--- src/rtl/seq_det_pkg.sv ---
// Shared defaults and bit-order convention for the serial sequence detectors.
package seq_det_pkg;

    localparam int             DEF_SEQ_LEN     = 3;
    localparam logic [2:0]     DEF_RST_PATTERN = 3'b101;
    localparam int             DEF_CNT_W       = 8;

    // Patterns are written MSB first: the MSB is the oldest bit received.
    localparam bit             PAT_MSB_FIRST   = 1'b1;

endpackage

--- src/rtl/sat_counter.sv ---
// Saturating up-counter with synchronous clear; clear beats increment.
module sat_counter #(
    parameter int W = 8
) (
    input  logic         clk,
    input  logic         rst,
    input  logic         inc,
    input  logic         clr,
    output logic [W-1:0] q
);

    logic [W-1:0] cnt_r;

    // Count register: clear, saturating increment, or hold.
    always_ff @(posedge clk or negedge rst) begin
        if (!rst) begin
            cnt_r <= {W{1'b0}};
        end else if (clr) begin
            cnt_r <= {W{1'b0}};
        end else if (inc && (cnt_r != {W{1'b1}})) begin
            cnt_r <= cnt_r + W'(1);
        end else begin
            cnt_r <= cnt_r;
        end
    end

    assign q = cnt_r;

endmodule

--- src/rtl/seq_detect_param.sv ---
// Parameterised serial pattern detector with overlap control, runtime pattern
// reload and a saturating match counter.
module seq_detect_param
    import seq_det_pkg::*;
#(
    parameter int                 SEQ_LEN     = DEF_SEQ_LEN,
    parameter logic [SEQ_LEN-1:0] RST_PATTERN = SEQ_LEN'(DEF_RST_PATTERN),
    parameter int                 CNT_W       = DEF_CNT_W
) (
    input  logic               clk,
    input  logic               rst,
    input  logic               din,
    input  logic               din_valid,
    input  logic               pat_load,
    input  logic [SEQ_LEN-1:0] pat_in,
    input  logic               ovl_en,
    input  logic               cnt_clr,
    output logic               dout,
    output logic [CNT_W-1:0]   match_cnt
);

    localparam int               FILL_W    = $clog2(SEQ_LEN + 1);
    localparam logic [FILL_W-1:0] FILL_FULL = FILL_W'(SEQ_LEN);

    logic [SEQ_LEN-1:0] hist_r;
    logic [SEQ_LEN-1:0] pat_r;
    logic [FILL_W-1:0]  fill_r;
    logic               dout_r;

    logic [SEQ_LEN-1:0] hist_next_s;
    logic [FILL_W-1:0]  fill_inc_s;
    logic               match_s;

    // Post-shift history/fill and the match decision for this sample.
    always_comb begin
        hist_next_s = hist_r;
        fill_inc_s  = fill_r;
        match_s     = 1'b0;
        if (PAT_MSB_FIRST) begin
            hist_next_s = {hist_r[SEQ_LEN-2:0], din};
        end else begin
            hist_next_s = {din, hist_r[SEQ_LEN-1:1]};
        end
        if (fill_r == FILL_FULL) begin
            fill_inc_s = fill_r;
        end else begin
            fill_inc_s = fill_r + FILL_W'(1);
        end
        if (din_valid && !pat_load && (fill_inc_s == FILL_FULL) && (hist_next_s == pat_r)) begin
            match_s = 1'b1;
        end else begin
            match_s = 1'b0;
        end
    end

    // History, fill, pattern and Moore match flag.
    always_ff @(posedge clk or negedge rst) begin
        if (!rst) begin
            hist_r <= {SEQ_LEN{1'b0}};
            fill_r <= {FILL_W{1'b0}};
            pat_r  <= RST_PATTERN;
            dout_r <= 1'b0;
        end else if (pat_load) begin
            hist_r <= hist_r;
            fill_r <= {FILL_W{1'b0}};
            pat_r  <= pat_in;
            dout_r <= 1'b0;
        end else if (din_valid) begin
            hist_r <= hist_next_s;
            // Non-overlapping mode restarts the fill so no bit is reused.
            fill_r <= (match_s && !ovl_en) ? {FILL_W{1'b0}} : fill_inc_s;
            pat_r  <= pat_r;
            dout_r <= match_s;
        end else begin
            hist_r <= hist_r;
            fill_r <= fill_r;
            pat_r  <= pat_r;
            dout_r <= 1'b0;
        end
    end

    assign dout = dout_r;

    sat_counter #(
        .W(CNT_W)
    ) u_cnt (
        .clk (clk),
        .rst (rst),
        .inc (match_s),
        .clr (cnt_clr),
        .q   (match_cnt)
    );

endmodule

--- config.mk ---
export PLATFORM = sky130hd
export DESIGN_NAME = seq_detect_param
export DESIGN_NICKNAME = d
export VERILOG_FILES = /design/src/rtl/seq_det_pkg.sv /design/src/rtl/sat_counter.sv /design/src/rtl/seq_detect_param.sv
export SDC_FILE = /design/constraint.sdc
export NUM_CORES = 1
export LEC_CHECK = 0
export BUFFER_PORTS_ARGS = -buffer_cell sky130_fd_sc_hd__buf_2
export CORE_UTILIZATION = 45
export CTS_CLUSTER_DIAMETER = 30
export DETAILED_ROUTE_END_ITERATION = 10
export MAX_ROUTING_LAYER = met4
export PLACE_DENSITY = 0.71
export SYNTH_ARGS = -nofsm -noshare
export SYNTH_HDL_FRONTEND = slang
export SYNTH_HIERARCHICAL = 1
export SYNTH_SLANG_ARGS = --single-unit
--- constraint.sdc ---
create_clock -name clk -period 5.5 [get_ports clk]
set_input_delay 0 -clock clk [delete_from_list [all_inputs] [get_ports clk]]
set_output_delay 0 -clock clk [all_outputs]
set_load 0.005 [all_outputs]
==> results <==
- For the final routed database, the setup TNS stands at 0 ns.
- Measured along the y axis, the die boundary spans 45.5 µm.
- Summed over all nets, the half-perimeter wirelength after detailed placement is 1120 µm.
- At the placement stage, the worst setup path has a slack of 3.44 ns.
- Each instance of the synthesized netlist takes up on average roughly 11 µm².
- The number of DRC violations after detailed routing is 0.
- The number of search-and-repair iterations in the first detailed-routing pass is 3.
- Setup repair after global routing left no endpoint under its margin.
- The synthesis warning total is 6.
- Summing the sequential cell areas from Yosys gives 47.3% of the chip area.
- The library cell occupying the most area in the post-synthesis netlist is sky130_fd_sc_hd__dfrtp_1.
- The non-filler instance count after layout is 126.
- In this run the number of H-tree levels came out at 1.
- The root buffer cell is sky130_fd_sc_hd__clkbuf_4.
- The cell count after placement is 116.
- Post-CTS repair changed the size of 0 cells.
- In this run the post-CTS setup repair buffer count came out at 0.
- In this run, synthesis produced a sequential element count of 16.
- The repair_antennas step left the layout with diodes totalling 0.
- In the layout the commonest cells are sky130_fd_sc_hd__buf_2 (18), sky130_fd_sc_hd__dfrtp_1 (14), sky130_fd_sc_hd__dlygate4sd3_1 (6).
- The setup path with the least slack is of type register to register.
- Derived from the worst setup path, the maximum achievable clock frequency is 483 MHz.
- Max-cap violations in this run came to 0.
- The proportion of netlist area held by the largest area contributor is between 40 and 50%.
- The worst path in the final design needs a cycle of a little over 2 ns, including I/O delays and setup.
- The first global-routing pass estimated 2660 µm of wire.
- Entering global routing, the biggest net connects 17 pins.
- The number of antenna violations at the first check in global routing was 0.
- The top fanout value on the critical path is 11.
- The clock buffer count from CTS is 3.
- Dividing the detail-routed via count by the number of cells gives 5.15.
- The tightest hold path in the finished design has a slack of 0.0277 ns.
- The net count after synthesis is 86.
- In the final layout, the share of cells above drive strength 1 is 33.7%.
- The worst-case setup margin in the final layout is 3.43 ns.
- The number of rows created at floorplan is 15.
- TritonCTS built the clock tree.
- The analysis attributes to cell leakage a power of 0.480 nW.
- The run finished with clean final reports.
- The number of clock sinks is 16.
- The number of distinct standard cells referenced by the synthesized netlist is 36.
- The number of global-route vias before repair came to 574.
- For this configuration, the core starts out at a cell density of 48.8%.
- The number of hold-slack violations in the final timing report came to 0.
- STA puts the critical path data required time at 5.69 ns.
- The sort of element at the end of the critical path is a register.
- The most common library cell in the layout ignoring fill and taps is sky130_fd_sc_hd__buf_2.
- Clock skew on the completed layout was measured at slightly below 0.002 ns.
- The clock transition at the registers of the reported paths is 0.09 ns.
- The later pin in the worst-skew pair is clocked with a latency of ~0.28 ns.
- Counting along the longest clock path gives a buffer depth of 2.
- The area of the core is 1750 µm².
- The final-report max-slew violation count is 0.
- The routed layout has 649 vias.
- The first routing iteration left 12 violations.
- The floorplan step defined a die boundary enclosing slightly above 2000 µm².
- The layout-stage area growth over the synthesis result is 24.5%.
- Global routing consumed, over all layers together, 18.6% of the routing resources.
- The peak supply drop is 0.000177 V.
- The final weighted congestion in routability-driven placement is 0.761.
- The number of nets at the end of the flow is 113.
- The class of the tightest hold or removal check is primary input to register.
- After global routing the overflow that remains totals 0.
- The number of filler cells placed in the layout is about 160.
- Setup violations remaining at the end of the flow were counted as 0.
- The residual antenna-violating net count after detailed routing is 0.
- Headroom to the max-slew limit came out at 64.8%.
- The number of buffers inserted by hold repair at cts is 6.
- The power per standard cell area is between 200 and 250 nW/µm².
- In this run the tool buffered the top-level ports with 18 buffer cells.
- The final wirelength is 1580 µm.
- STA classifies the critical path startpoint as a register.
- By area the synthesized netlist is led by sky130_fd_sc_hd__dfrtp_1 (41%), sky130_fd_sc_hd__dfstp_2 (6.2%), sky130_fd_sc_hd__mux2_2 (5.3%).
- Summing every instance area after synthesis gives 852 µm².
- The detailed-route wire length per cell is 12.6 µm.
- The top-level I/O count is 19.
- Data arrives at the worst endpoint at 2.26 ns.
- The transition time at the pin with the least slew margin is 0.524 ns.
- Synthesis produced 75 cells.
- The final cycle utilization of the critical path is between 30% and 40%.
- The floorplan step set the die width to between 40 and 50 µm.
## report_power, final
part           internal [mW]  switching, mW
Sequential             0.125        0.00486
Clock                 0.0403         0.0365
Combinational         0.0139         0.0157
Total                  0.179         0.0571
## worst max-delay path, stage by stage (launching register included)
cell and delay (ns):
sky130_fd_sc_hd__dfstp_2 0.56, sky130_fd_sc_hd__xor2_2 0.09, sky130_fd_sc_hd__nor4_4 0.54, sky130_fd_sc_hd__nand3_1 0.21
sky130_fd_sc_hd__or3_1 0.33, sky130_fd_sc_hd__a211oi_1 0.25
## final timing paths
check | end | start | slack, ns | cells after the start
min | u_cnt/q[5] | cnt_clr | 0.03 | 2
min reg2reg | pat_r[1] | pat_r[1] | 0.54 | 1
max in group asynchronous | pat_r[2] | rst | 5.05 | 2
max reg2reg | u_cnt/q[7] | pat_r[0] | 3.43 | 5
max | u_cnt/q[7] | pat_r[0] | 3.43 | 5
min in group asynchronous | u_cnt/q[5] | rst | 0.15 | 2
## synthesized netlist by cell type (all sizes together)
cell type	instances
nor4	3
xor2	3
inv	2
buf	1
dfstp	2
nor2	2
nand2b	4
a2111oi	1
nor3b	1
a21oi	4
a31oi	1
nand3b	2
a211oi	3
mux2	7
nor2b	4
nand4	1
and4	2
nand3	3
or3	1
o21ai	2
dfrtp	14
nand2	2
nor3	4
a21boi	1
mux2i	1
ha	1
and3	1
a41oi	1
clkbuf	1
## routing by layer
| metal | GRT usage (%) | part of all wire, % |
|---|---|---|
| met1 | 27.4 | 54 |
| met2 | 24.0 | 43 |
| met3 | 3.57 | 2.7 |
| met4 | 9.09 | 0.76 |
| met5 | - | 0 |
## flip-flops by register name, summed over array words and instances, names as in the netlist
signal / flops
dout: 1
fill_r: 2
hist_r: 2
pat_r: 3
u_cnt/q: 8
## metrics by stage
step / instance area (µm²) / utilization (%) / power, mW
2_1_floorplan: 852 / - / 0.148
3_3_place_gp: 965 / 55.3 / 0.158
3_5_place_dp: 965 / 55.3 / 0.159
4_1_cts: 1060 / 60.8 / 0.240
5_1_grt: 1060 / 60.8 / 0.249
6_report: 1060 / 60.8 / 0.236
## cells by family (layout without fill, tap and decap cells)
logic type	Yosys count	after routing	synth area share [%]
flip-flops	16	16	47.3
buffers and inverters	4	30	1.91
multiplexers	8	8	10.4
XOR/XNOR	3	3	3.97
AND/OR/NAND/NOR	30	30	25.1
adder cells (fa/ha/maj)	1	1	1.47
AO/OA/AOI/OAI	13	13	9.84
## area by class of cell
type	count	area, µm²	area share, %
timing repair buffer	24	150	14.2
inverter	2	7.51	0.708
tap	25	31.3	2.95
sequential	16	403	38.0
clock buffer	4	36.3	3.42
multi-input combinational	55	433	40.8
No activity file was read; power rests on OpenSTA's default activity.
